[src/rtl/lif_pkg.sv]
// ---------------------------------------------------------------------------
// lif_pkg
//   Shared types and arithmetic helpers for the leaky-integrate-and-fire array.
//   - leak_sel_e : per-channel leak select encoding
//   - sat_add    : unsigned add saturating to 2**w-1
//   - leak       : leak term L(U) for a given select
//   Helpers operate on MAX_W-bit operands; callers zero-extend their W-bit
//   values in and cast the result back to W bits (W must be < MAX_W).
// ---------------------------------------------------------------------------
package lif_pkg;

  localparam int MAX_W = 32;

  typedef enum logic [1:0] {
    LEAK_125 = 2'd0,  // U>>3
    LEAK_500 = 2'd1,  // U>>1
    LEAK_750 = 2'd2,  // (U>>1)+(U>>2)
    LEAK_875 = 2'd3   // (U>>1)+(U>>2)+(U>>3)
  } leak_sel_e;

  // a + b clamped to 2**w-1. The sum is formed one bit wider than the
  // operands so the carry is never lost before the clamp.
  function automatic logic [MAX_W-1:0] sat_add(input logic [MAX_W-1:0] a,
                                               input logic [MAX_W-1:0] b,
                                               input int unsigned w);
    logic [MAX_W:0] s;
    logic [MAX_W:0] lim;
    s   = (MAX_W+1)'(a) + (MAX_W+1)'(b);
    lim = ((MAX_W+1)'(1) << w) - (MAX_W+1)'(1);
    if (s > lim)
      return MAX_W'(lim);
    else
      return MAX_W'(s);
  endfunction

  // Leak term: the portion of U that survives into the next tick.
  // For U < 2**w the result is < 2*U's top bit range, so it stays below 2**w.
  function automatic logic [MAX_W-1:0] leak(input logic [MAX_W-1:0] u,
                                            input leak_sel_e sel);
    logic [MAX_W-1:0] r;
    case (sel)
      LEAK_125: r = u >> 3;
      LEAK_500: r = u >> 1;
      LEAK_750: r = (u >> 1) + (u >> 2);
      default:  r = (u >> 1) + (u >> 2) + (u >> 3);
    endcase
    return r;
  endfunction

endpackage

[src/rtl/lif_cell.sv]
// ---------------------------------------------------------------------------
// lif_cell
//   One leaky-integrate-and-fire neuron with refractory hold and an adaptive
//   threshold offset b. Updates only on cycles where en=1.
// Ports
//   clk       in  1   clock (posedge)
//   rst_n     in  1   synchronous active-low reset, overrides en
//   en        in  1   tick strobe
//   current   in  W   input current for this tick
//   leak_sel  in  2   leak select (lif_pkg::leak_sel_e encoding)
//   adapt_en  in  1   0 = offset b cleared on every tick
//   spike     out 1   one-clk spike pulse
//   state     out W   membrane potential U
//   thresh    out W   effective threshold min(THRESH0 + b, 2**W-1)
// ---------------------------------------------------------------------------
module lif_cell
  import lif_pkg::*;
#(
  parameter int W           = 8,
  parameter int THRESH0     = 230,
  parameter int REFRAC      = 2,
  parameter int ADAPT_INC   = 16,
  parameter int ADAPT_SHIFT = 3
) (
  input  logic         clk,
  input  logic         rst_n,
  input  logic         en,
  input  logic [W-1:0] current,
  input  logic [1:0]   leak_sel,
  input  logic         adapt_en,
  output logic         spike,
  output logic [W-1:0] state,
  output logic [W-1:0] thresh
);

  // Counter just wide enough to hold REFRAC; one bit minimum when REFRAC=0.
  localparam int RW = (REFRAC > 0) ? $clog2(REFRAC + 1) : 1;

  logic [W-1:0]  state_reg, state_next;
  logic [W-1:0]  b_reg, b_next;
  logic [RW-1:0] refrac_reg, refrac_next;
  logic          spike_reg, spike_next;

  logic [W-1:0]  leak_val;
  logic [W-1:0]  sum_sat;
  logic [W-1:0]  theta;
  logic [W-1:0]  b_inc;
  logic [W-1:0]  b_decay;

  // Datapath. The leaked potential plus current can exceed W bits, so it is
  // clamped to 2**W-1; a clamped sum still fires against a clamped theta.
  always_comb begin
    leak_val = W'(leak(MAX_W'(state_reg), leak_sel_e'(leak_sel)));
    sum_sat  = W'(sat_add(MAX_W'(leak_val), MAX_W'(current), W));
    theta    = W'(sat_add(MAX_W'(THRESH0), MAX_W'(b_reg), W));
    b_inc    = W'(sat_add(MAX_W'(b_reg), MAX_W'(ADAPT_INC), W));
    // Subtracting a right-shifted copy of itself can never underflow.
    b_decay  = b_reg - (b_reg >> ADAPT_SHIFT);
  end

  always_comb begin
    state_next  = state_reg;
    b_next      = b_reg;
    refrac_next = refrac_reg;
    spike_next  = 1'b0;
    if (en) begin
      if (refrac_reg != '0) begin
        state_next  = '0;
        refrac_next = refrac_reg - RW'(1);
        b_next      = b_decay;
      end else if (sum_sat >= theta) begin
        // Firing tick: raise the threshold offset, skip this tick's decay.
        spike_next  = 1'b1;
        state_next  = '0;
        refrac_next = RW'(REFRAC);
        b_next      = b_inc;
      end else begin
        state_next  = sum_sat;
        b_next      = b_decay;
      end
      if (!adapt_en)
        b_next = '0;
    end
  end

  always_ff @(posedge clk) begin
    if (!rst_n) begin
      state_reg  <= '0;
      b_reg      <= '0;
      refrac_reg <= '0;
      spike_reg  <= 1'b0;
    end else begin
      state_reg  <= state_next;
      b_reg      <= b_next;
      refrac_reg <= refrac_next;
      spike_reg  <= spike_next;
    end
  end

  assign spike  = spike_reg;
  assign state  = state_reg;
  assign thresh = theta;

endmodule

[src/rtl/lif_array.sv]
// ---------------------------------------------------------------------------
// lif_array
//   N independent leaky-integrate-and-fire neurons. Pure port slicing around
//   N lif_cell instances; channels share nothing but clock, reset, en and
//   adapt_en.
// Ports
//   clk       in  1     clock (posedge)
//   rst_n     in  1     synchronous active-low reset
//   en        in  1     tick strobe
//   current   in  N*W   channel i current at [i*W +: W]
//   leak_sel  in  2*N   channel i leak select at [2i +: 2]
//   adapt_en  in  1     adaptive threshold enable
//   spike     out N     per-channel one-clk spike
//   state     out N*W   per-channel membrane potential
//   thresh    out N*W   per-channel effective threshold
// ---------------------------------------------------------------------------
module lif_array
  import lif_pkg::*;
#(
  parameter int N           = 4,
  parameter int W           = 8,
  parameter int THRESH0     = 230,
  parameter int REFRAC      = 2,
  parameter int ADAPT_INC   = 16,
  parameter int ADAPT_SHIFT = 3
) (
  input  logic           clk,
  input  logic           rst_n,
  input  logic           en,
  input  logic [N*W-1:0] current,
  input  logic [2*N-1:0] leak_sel,
  input  logic           adapt_en,
  output logic [N-1:0]   spike,
  output logic [N*W-1:0] state,
  output logic [N*W-1:0] thresh
);

  generate
    for (genvar gi = 0; gi < N; gi++) begin : g_ch
      lif_cell #(
        .W          (W),
        .THRESH0    (THRESH0),
        .REFRAC     (REFRAC),
        .ADAPT_INC  (ADAPT_INC),
        .ADAPT_SHIFT(ADAPT_SHIFT)
      ) u_cell (
        .clk     (clk),
        .rst_n   (rst_n),
        .en      (en),
        .current (current[gi*W +: W]),
        .leak_sel(leak_sel[2*gi +: 2]),
        .adapt_en(adapt_en),
        .spike   (spike[gi]),
        .state   (state[gi*W +: W]),
        .thresh  (thresh[gi*W +: W])
      );
    end
  endgenerate

endmodule

[config.mk]
export PLATFORM = sky130hd
export DESIGN_NAME = lif_array
export DESIGN_NICKNAME = d
export VERILOG_FILES = /design/src/rtl/lif_pkg.sv /design/src/rtl/lif_cell.sv /design/src/rtl/lif_array.sv
export SDC_FILE = /design/constraint.sdc
export NUM_CORES = 1
export LEC_CHECK = 0
export BUFFER_PORTS_ARGS = -buffer_cell sky130_fd_sc_hd__buf_2
export CORE_MARGIN = 3
export CORE_UTILIZATION = 45
export DETAILED_ROUTE_END_ITERATION = 8
export PLACE_DENSITY = 0.67
export SLEW_MARGIN = 20
export SYNTH_ARGS = -nofsm -noshare
export SYNTH_HDL_FRONTEND = slang
export SYNTH_SLANG_ARGS = --single-unit
[constraint.sdc]
create_clock -name clk -period 5.1 [get_ports clk]
set_input_delay 0.255 -clock clk [delete_from_list [all_inputs] [get_ports clk]]
set_output_delay 0.255 -clock clk [all_outputs]
set_load 0.01 [all_outputs]
# Word level (Yosys, flattened, before mapping)
# Index checks and enable logic that the tools add are counted.
[classes] addsub=28 n_lt_le_gt_ge=16 n_eq_ne=8 n_mux=48 bitwise_logic=2 n_reduce_logical=20
[op_table] op="$mux W8" count=32
[op_table] op="$gt A9 B8 Y1 const B" count=12
[op_table] op="$pmux W8 S3" count=4
[op_table] op="$add A8 B5 Y9 const B" count=4
[op_table] op="$add A8 B8 Y9" count=4
[op_table] op="$add A8 B8 Y9 const A" count=4
[op_table] op="$add A7 B6 Y8" count=4
[op_table] op="$add A8 B5 Y8" count=4
[op_table] op="$ge A8 B8 Y1" count=4
[op_table] op="$sub A8 B5 Y8" count=4
[op_table] op="$mux W2" count=8
[op_table] op="$reduce_bool A2 Y1" count=8
[op_table] op="$reduce_or A3 Y1" count=4
[op_table] op="$eq A2 B1 Y1 const B" count=4
[op_table] op="$eq A2 B2 Y1 const B" count=4
[op_table] op="$logic_not A2 Y1" count=4
[op_table] op="$reduce_and A2 Y1" count=4
[op_table] op="$sub A2 B1 Y2 const B" count=4
[op_table] op="$mux W1" count=4
[op_table] op="$not A1 Y1" count=2
[word_totals] regBits=76

# Logic depth before layout (Yosys ltp)
# Gate-level depths: netlist of run 1.
[logic_depth] depth_word=10 mapped_depth=26 depth_no_buf=26

# Modules after synthesis
# From an unflattened synthesis of run 1, not the netlist that was laid out.
[hier_totals] cells_unflattened=1269 hier_area_um2=10413.7
[by_module_without_submodules] module="lif_cell (g_ch[1].u_cell ...)" n_inst=3 cells_per_inst=318 area_per_inst_um2=2617.5
[by_module_without_submodules] module="lif_cell (g_ch[0].u_cell)" n_inst=1 cells_per_inst=315 area_per_inst_um2=2561.2

# Worst setup path after synthesis of run 1
# No wires, ideal clock.
[synth_path] path_type="reg-to-reg" startpoint="register g_ch[3].u_cell.state_reg[2]" endpoint="register g_ch[3].u_cell.b_reg[1]" arrival_time_ns=5.405 required_time_ns=4.981 path_slack_ns=-0.423 stages_incl_launch_ff=20 synth_period_minus_slack_ns=5.523 path_cell_list="dfxtp_1 > ha_1 > fa_1 > fa_1 > xor2_1 > mux4_2 > ha_1 > nor2b_1 > o21a_1 > o211a_1 > a211oi_1 > o2bb2ai_1 > o21ai_1 > ha_1 > nand4_1 > or2_0 > o32a_1 > or3b_1 > and2_1 > o221a_1"
[synth_via] elab_chain_cells=10
[synth_rtl] item="start, declared" line_no="lif_cell.sv:39" text="logic [W-1:0] state_reg, state_next;"
[synth_rtl] item="start signal, assigned" line_no="lif_cell.sv:93" text="state_reg <= state_next;"
[synth_rtl] item="$add A7 B6 Y8" line_no="lif_pkg.sv:44, lif_pkg.sv:45"
[synth_rtl] item="$add A8 B5 Y8" line_no="lif_pkg.sv:45" text="default: r = (u >> 1) + (u >> 2) + (u >> 3);"
[synth_rtl] item="$pmux W8 S3 (*)" line_no="lif_pkg.sv:41" text="case (sel)"
[synth_rtl] item="$add A8 B8 Y9 (*)" line_no="lif_pkg.sv:28" text="s = (MAX_W+1)'(a) + (MAX_W+1)'(b);"
[synth_rtl] item="$gt A9 B8 Y1" line_no="lif_pkg.sv:30" text="if (s > lim)"
[synth_rtl] item="$mux W8 (*)" line_no="lif_pkg.sv:30"
[synth_rtl] item="$ge A8 B8 Y1 (*)" line_no="lif_cell.sv:71" text="end else if (sum_sat >= theta) begin"
[synth_rtl] item="$mux W8 (*)" line_no="lif_cell.sv:71"
[synth_rtl] item="$mux W8 (*)" line_no="lif_cell.sv:67" text="if (refrac_reg != '0) begin"
[synth_rtl] item="$mux W8 (*)" line_no="lif_cell.sv:81" text="if (!adapt_en)"
[synth_rtl] item="end signal, assigned" line_no="lif_cell.sv:94" text="b_reg <= b_next;"
[synth_rtl] item="end, declared" line_no="lif_cell.sv:40" text="logic [W-1:0] b_reg, b_next;"
# Every way passes the cells marked *; elsewhere a longest branch is shown, timed or not.
# A chain may end at the register's enable or synchronous reset.

# Final worst setup path of run 1
[layout_path] startpoint="register g_ch[3].u_cell.state_reg[2]" endpoint="register g_ch[3].u_cell.b_reg[2]"
# The elaborated chain is that of the path after synthesis.

==> run metrics, run 1 <==
Worst Path Required=about 5300 ps; Routed WL=between 20,000 and 30,000 um; I/O Pins=between 100 and 150; Mapped Area=about 10000 sq um; largest net degree at the start of global routing=43; post-DP HPWL=19,800 um; Routed Antenna Nets=0; CTS root buffer=clkbuf_16; GRT Total Usage=0.220; failing checks=setup timing; drt first pass iters=5; hold path endpoint=g_ch[2].u_cell.refrac_reg[0]; DRC=0; maxcap violations=0; fill count=~1,700; Worst Skew=about 8.0 ps; Avg WL per Cell=16.1 um; Clk pin slew, worst setup/hold paths=approximately 60 ps; Syn. warnings=0; worst-skew pair later-pin latency=between 300 and 400 ps; TNS Setup=-2430 ps; fraction of registers with async set/reset=0; commonest non-fill, non-tap cells in the layout=buf_4, ha_1, buf_2, inv_1, nand2_1; most common cell after layout, fill and taps aside=buf_4; final setup margin=-246 ps; hold path startpoint=rst_n; core footprint=between 20,000 and 25,000 sq um; Slew headroom=0.387; #FFs+latches synth=between 70 and 80; final slew viol count=0; Hold WC Path Type=in2reg; DIE AREA=approximately 23,000 sq um; NumNets Final=approximately 1,700; Final min period=5350 ps; CTS sink count=76; total CTS buffers=9; post-DR vias/cell=approximately 5.7; Setup Viol. Count Final=30; initial antenna violation count=0; Initial Util=0.460; Fmax=~190 MHz; CP Capture Type=flip-flop; CTS tree=yes; Final Hold Vio Count=0; register area share after synthesis=0.156; Detailed Route Iter0 Violations=513; global-route wire length before repair=44,200 um; Post-CTS Hold Fix Bufs=0; crit start category=flip-flop; CP arrival=roughly 5600 ps; FP Rows=53; IO Port Bufs=approximately 110; area of the multi-input gates=between 9000 and 10,000 sq um; status=finished, violations left; Chip Height=~150 um; hold path cells=3; worst-margin pin slew=approximately 900 ps; total congestion overflow=0; CTS Buffer Depth=2; vias in the first global route=between 9,000 and 10,000; fin crit share=1.05; worst setup path startpoint=g_ch[3].u_cell.state[2]; Cell variety after synth=75; n_diodes=0; Via Count=9,907; Layout area overhead=44.1%; register area=between 1500 and 2000 sq um; Worst R2R End=g_ch[3].u_cell.b_reg[2]; RSZ-0062 raised after global routing=true; reg2reg start=g_ch[3].u_cell.state[2]; reg2reg setup slack=-250 ps; critical path fanouts, max=4; die width=between 150 and 200 um; layout cells sized above 1=0.401; CP Class=reg2reg; FF-to-FF path depth=21; Post-synth top flop=dfxtp_1; Post-synth EDFFs=0; Mapped Cells=around 1,200; H-tree levels=3; Placer Congestion=between 0.8 and 0.9; syn avg cell area=between 8 and 9 sq um
timing repair:
action	in CTS	in global routing
gates resized for setup	118	195
pin swaps	86	102
setup buffers	38	26
gates cloned	0	0
setup endpoints to repair	75	76
synth_stat cells (all sizes together), types with 23 or more instances:
library cell | number | area (sq um)
nor2 | 62 | 233
xnor2 | 34 | 298
o21ai | 78 | 390
nor2b | 45 | 282
o21a | 24 | 180
a22o | 29 | 254
a21o | 29 | 219
ha | 168 | 2100
inv | 103 | 387
nand2 | 96 | 360
dfxtp | 76 | 1520
clkbuf | 23 | 86.3
nor3 | 31 | 155
a21oi | 64 | 320
nand3 | 30 | 155
xor2 | 28 | 245
final cells by class:
class | count | area share
well taps | 275 | 0.0245
inverters | 104 | 0.0279
flip-flops and latches | 76 | 0.110
repair buffers | 308 | 0.155
clock buffers | 11 | 0.0173
multi-input cells | 974 | 0.663
clock inverters | 4 | 0.00187
through the flow:
stage               hold slack (ps)  cells  setup slack [ps]   util  cell area [sq um]
finish                          245   1752              -246  0.663              14000
CTS                             232   1730              -144  0.603              12800
global route                    256   1752              -444  0.663              14000
global placement                434   1679              -291  0.552              11700
floorplan                       435   1187             -23.7      -               9870
detailed placement              441   1679              -411  0.552              11700
worst max-delay path, stage by stage, from the launching register on:
cell       delay, ps
dfxtp_4          370
buf_6            120
fa_2             620
ha_4             220
a21oi_4          160
nor2b_1           70
nor3_1           150
nor2_1            70
mux4_2           520
ha_4             240
o21a_1           130
o211a_1          250
a211oi_4         230
o2bb2ai_4        190
nand2_1          130
ha_1             290
nand4_1          120
or2_0            220
o32a_1           310
or3b_4           410
and2_4           180
o221a_1          230
cells by family (layout without fill, tap and decap cells):
logic type               after synthesis  count (layout)  synth area share
AO/OA/AOI/OAI                        343             343             0.241
XOR/XNOR                              62              62            0.0558
adder cells (fa/ha/maj)              184             184             0.249
buffers and inverters                137             427            0.0561
flip-flops                            76              76             0.156
multiplexers                          31              31            0.0580
other                                  2               8          0.000772
AND/OR/NAND/NOR                      346             346             0.183
per-layer routing:
metal	track usage	up-vias	wire (um)
li1	-	4907	-
met1	0.304	4763	13200
met2	0.370	195	13700
met3	0.0221	42	883
met4	0.0569	0	455
met5	0	-	0
worst max-delay path by stage:
| stage | endpoint | slack (ps) | depth (start not counted) |
|---|---|---|---|
| floorplan | g_ch[3].u_cell.b_reg[1] | -20 | 19 |
| global placement | g_ch[0].u_cell.b_reg[0] | -290 | 21 |
| detailed placement | g_ch[2].u_cell.b_reg[3] | -410 | 21 |
| CTS | g_ch[3].u_cell.b_reg[2] | -140 | 24 |
| global route | g_ch[3].u_cell.b_reg[2] | -440 | 24 |
| finish | g_ch[3].u_cell.b_reg[2] | -250 | 21 |
Power of run 1 is left out: the tool's default activity adds up to more than one toggle a clock period on the data nets, which glitch-free logic cannot reach.
==> run 2, diff against run 1 <==
--- a/config.mk
+++ b/config.mk
@@ -10,7 +10,8 @@
 export CORE_UTILIZATION = 45
 export DETAILED_ROUTE_END_ITERATION = 8
-export PLACE_DENSITY = 0.67
+export PLACE_DENSITY = 0.66
 export SLEW_MARGIN = 20
 export SYNTH_ARGS = -nofsm -noshare
 export SYNTH_HDL_FRONTEND = slang
+export SYNTH_HIERARCHICAL = 1
 export SYNTH_SLANG_ARGS = --single-unit
==> constraint.sdc (replaced) <==
create_clock -name clk -period 5.1 [get_ports clk]
set_input_delay 0.255 -clock clk [delete_from_list [all_inputs] [get_ports clk]]
set_output_delay 0.255 -clock clk [all_outputs]
set_load 0.1 [all_outputs]
==> run 2 against run 1 <==
Final area decreased by 0.48%. Critical endpoint is now g_ch[1].u_cell/b_reg[0]. The flow still finishes with violations (setup timing). Sequential share of layout area increased by 0.37 points. Highest routed layer unchanged. Non-clock buffer count decreased by 22. Clock skew decreased by 1.9 ps.
==> run metrics, run 2 <==
failing checks=setup timing (unchanged); core footprint=22,700 sq um (was 21,200 sq um); IO Port Bufs=107 (unchanged); post-DP HPWL=20,500 um (was 19,800 um); Hold Slack=287 ps (was 245 ps); post-route design area=13,900 sq um (was 14,000 sq um); Worst Path Required=5340 ps (was 5320 ps); most common cell after layout, fill and taps aside=buf_4 (unchanged); drt first pass iters=7 (was 5); cell mode on critical path=ha_4 (unchanged); Worst Skew=6.07 ps (was 7.99 ps); Placer Congestion=0.826 (was 0.880); CTS root buffer=clkbuf_16 (unchanged); hold path cells=4 (was 3); total congestion overflow=0 (unchanged); post-DR vias/cell=5.59 (was 5.65); Avg WL per Cell=15.1 um (was 16.1 um); global-route wire length before repair=45,000 um (was 44,200 um); Layout area overhead=33.9% (was 44.1%); Clk pin slew, worst setup/hold paths=70 ps (was 60 ps); initial antenna violation count=0 (unchanged); Cell variety after synth=77 (was 75); FF-to-FF path depth=23 (was 21); placed cell areas=12,500 sq um (was 11,700 sq um); Worst R2R End=g_ch[1].u_cell/b_reg[0] (was g_ch[3].u_cell.b_reg[2]); Chip Height=158 um (was 153 um); final setup margin=-245 ps (was -246 ps); Mapped Area=10,400 sq um (was 9730 sq um); hold path startpoint=current[24] (was rst_n); Hold WC Path Type=in2reg (unchanged); syn avg cell area=8.21 sq um (was 8.24 sq um); Setup Viol. Count Final=64 (was 30); Syn. warnings=6 (was 0); Via Count=10,200 (was 9,907); final cell utilization of the core=0.614 (was 0.663); Routed WL=27,500 um (was 28,200 um); layout cells sized above 1=0.341 (was 0.401); DRC=0 (unchanged); CTS sink count=76 (unchanged); NumNets Final=1,763 (was 1,701); CP max-delay cell=mux4_2 (was fa_2); Mapped Cells=1,269 (was 1,181); Synth top cells by count=ha_1, inv_1, nor2_1, nand2_1 (was ha_1, inv_1, nand2_1, dfxtp_1, a21oi_1); largest net degree at the start of global routing=37 (was 43); CTS tree=yes (unchanged); maxcap violations=0 (unchanged); register area share after synthesis=0.146 (was 0.156); Final min period=5340 ps (was 5350 ps); status=finished, violations left (unchanged); worst slack at placement=-481 ps (was -411 ps); die width=158 um (was 153 um); reg2reg setup slack=-240 ps (was -250 ps); FP Rows=55 (was 53); total CTS buffers=9 (unchanged); critical path fanouts, max=5 (was 4); crit start category=flip-flop (unchanged); reg2reg start=g_ch[1].u_cell/state[2] (was g_ch[3].u_cell.state[2]); Detailed Route Iter0 Violations=396 (was 513); RSZ-0062 raised after global routing=true (unchanged); CP Class=reg2reg (unchanged); I/O Pins=112 (unchanged); worst-skew pair later-pin latency=350 ps (was 340 ps); CP Capture Type=flip-flop (unchanged); critical path, cell by cell=ha_4, fa_2, xor2_2, ha_1, nor2b_1, o21ai_1, nand2b_1, xor2_1, mux4_2, ha_4, o21a_1, a21boi_2, o41a_1, buf_6, nor2_4, ha_4, nand2b_4, a2111o_1, a31oi_4, buf_6, nor2b_4, nand2b_4, o221a_2 (was buf_6, fa_2, ha_4, a21oi_4, nor2b_1, nor3_1, nor2_1, mux4_2, ha_4, o21a_1, o211a_1, a211oi_4, o2bb2ai_4, nand2_1, ha_1, nand4_1, or2_0, o32a_1, or3b_4, and2_4, o221a_1); Slew headroom=0.204 (was 0.387); most numerous cell in the Yosys netlist=ha_1 (unchanged); Initial Util=0.459 (was 0.460); #FFs+latches synth=76 (unchanged); Final Hold Vio Count=0 (unchanged); syn_nets=around 1,500; Synth area leader=ha_1 (unchanged); CTS Buffer Depth=2 (unchanged); GRT Total Usage=0.214 (was 0.220); H-tree levels=3 (unchanged); n_diodes=0 (unchanged); Post-synth EDFFs=0 (unchanged); commonest non-fill, non-tap cells in the layout=buf_4, ha_1, inv_1, buf_2, nor2_1 (was buf_4, ha_1, buf_2, inv_1, nand2_1); top cells by area, synth=ha_1, dfxtp_1, inv_1 (was ha_1, dfxtp_1, mux4_2); Post-synth top flop=dfxtp_1 (unchanged); worst-margin pin slew=1190 ps (was 897 ps); Fmax=187 MHz (about the same); DIE AREA=25,000 sq um (was 23,400 sq um); CP arrival=5580 ps (was 5570 ps); final slew viol count=0 (unchanged); vias in the first global route=9,657 (was 9,357); max incr delay on CP=520 ps (was 620 ps); fin crit share=1.05 (about the same); share of the synthesized area in the top cell type=0.202 (was 0.216); hold path endpoint=g_ch[3].u_cell/state[0] (was g_ch[2].u_cell.refrac_reg[0]); Routed Antenna Nets=0 (unchanged); fraction of registers with async set/reset=0 (unchanged)
==> run 2: cell types whose count changed after synthesis, sizes merged, moves of 14 or more <==
cell / change
nand2: -16
nor2: +36
inv: +19
nand2b: +20
a21boi: +14
==> run 2: worst max-delay path by stage <==
stage,startpoint,end,slack [ps]
after floorplan,g_ch[1].u_cell/state[2],g_ch[1].u_cell/b_reg[0],-110
after global placement,g_ch[1].u_cell/state[2],g_ch[1].u_cell/b_reg[5],-360
after detailed placement,g_ch[3].u_cell/state[2],g_ch[3].u_cell/b_reg[5],-480
after CTS,g_ch[1].u_cell/state[2],g_ch[1].u_cell/b_reg[0],-250
after global routing,g_ch[1].u_cell/state[2],g_ch[1].u_cell/b_reg[0],-430
final,g_ch[1].u_cell/state[2],g_ch[1].u_cell/b_reg[0],-240
==> run 2: metal layers <==
layer  global-route usage  share of wire
met2                0.369           0.49
met5                    0              0
met1                0.283           0.47
met3               0.0323          0.028
met4               0.0459          0.016
==> run 2: kinds of logic after synthesis <==
logic type | Yosys count | synth area share
AO/OA/AOI/OAI | 376 | 0.263
buffers and inverters | 156 | 0.0631
other | 8 | 0.00288
flip-flops | 76 | 0.146
XOR/XNOR | 70 | 0.0589
adder cells (fa/ha/maj) | 184 | 0.233
AND/OR/NAND/NOR | 362 | 0.177
multiplexers | 37 | 0.0567
==> run 2: cell type report <==
class,instances,area (sq um)
clock buffers,9,225
clock inverters,7,55.1
fillers,1914,8760
inverters,122,458
multi-input cells,1040,9290
flip-flops and latches,76,1590
well taps,285,357
repair buffers,286,1970
==> run 2: timing repair <==
item | CTS | global route
gates cloned | 4 | 0
resized for setup | 125 | 77
setup buffers | 20 | 9
setup endpoints to repair | 72 | 73
pin swaps | 82 | 27
hold buffers | 0 | 0
==> run 2: critical path, delay by kind of cell (launching register included) <==
family                   cells  cell delay (ps)
buffers and inverters        2              300
XOR/XNOR                     2              330
AND/OR/NAND/NOR              6              680
AO/OA/AOI/OAI                7             1700
adder cells (fa/ha/maj)      5             1330
multiplexers                 1              520
flip-flops                   1              370
==> run 2: metrics by stage <==
| stage | instances | setup TNS (ps) |
|---|---|---|
| final | 1825 | -6270 |
| after global routing | 1825 | -19630 |
| after CTS | 1818 | -6420 |
| after detailed placement | 1778 | -18910 |
| after global placement | 1778 | -13090 |
| after floorplan | 1269 | -1750 |
Power of run 2 is left out for the same reason.
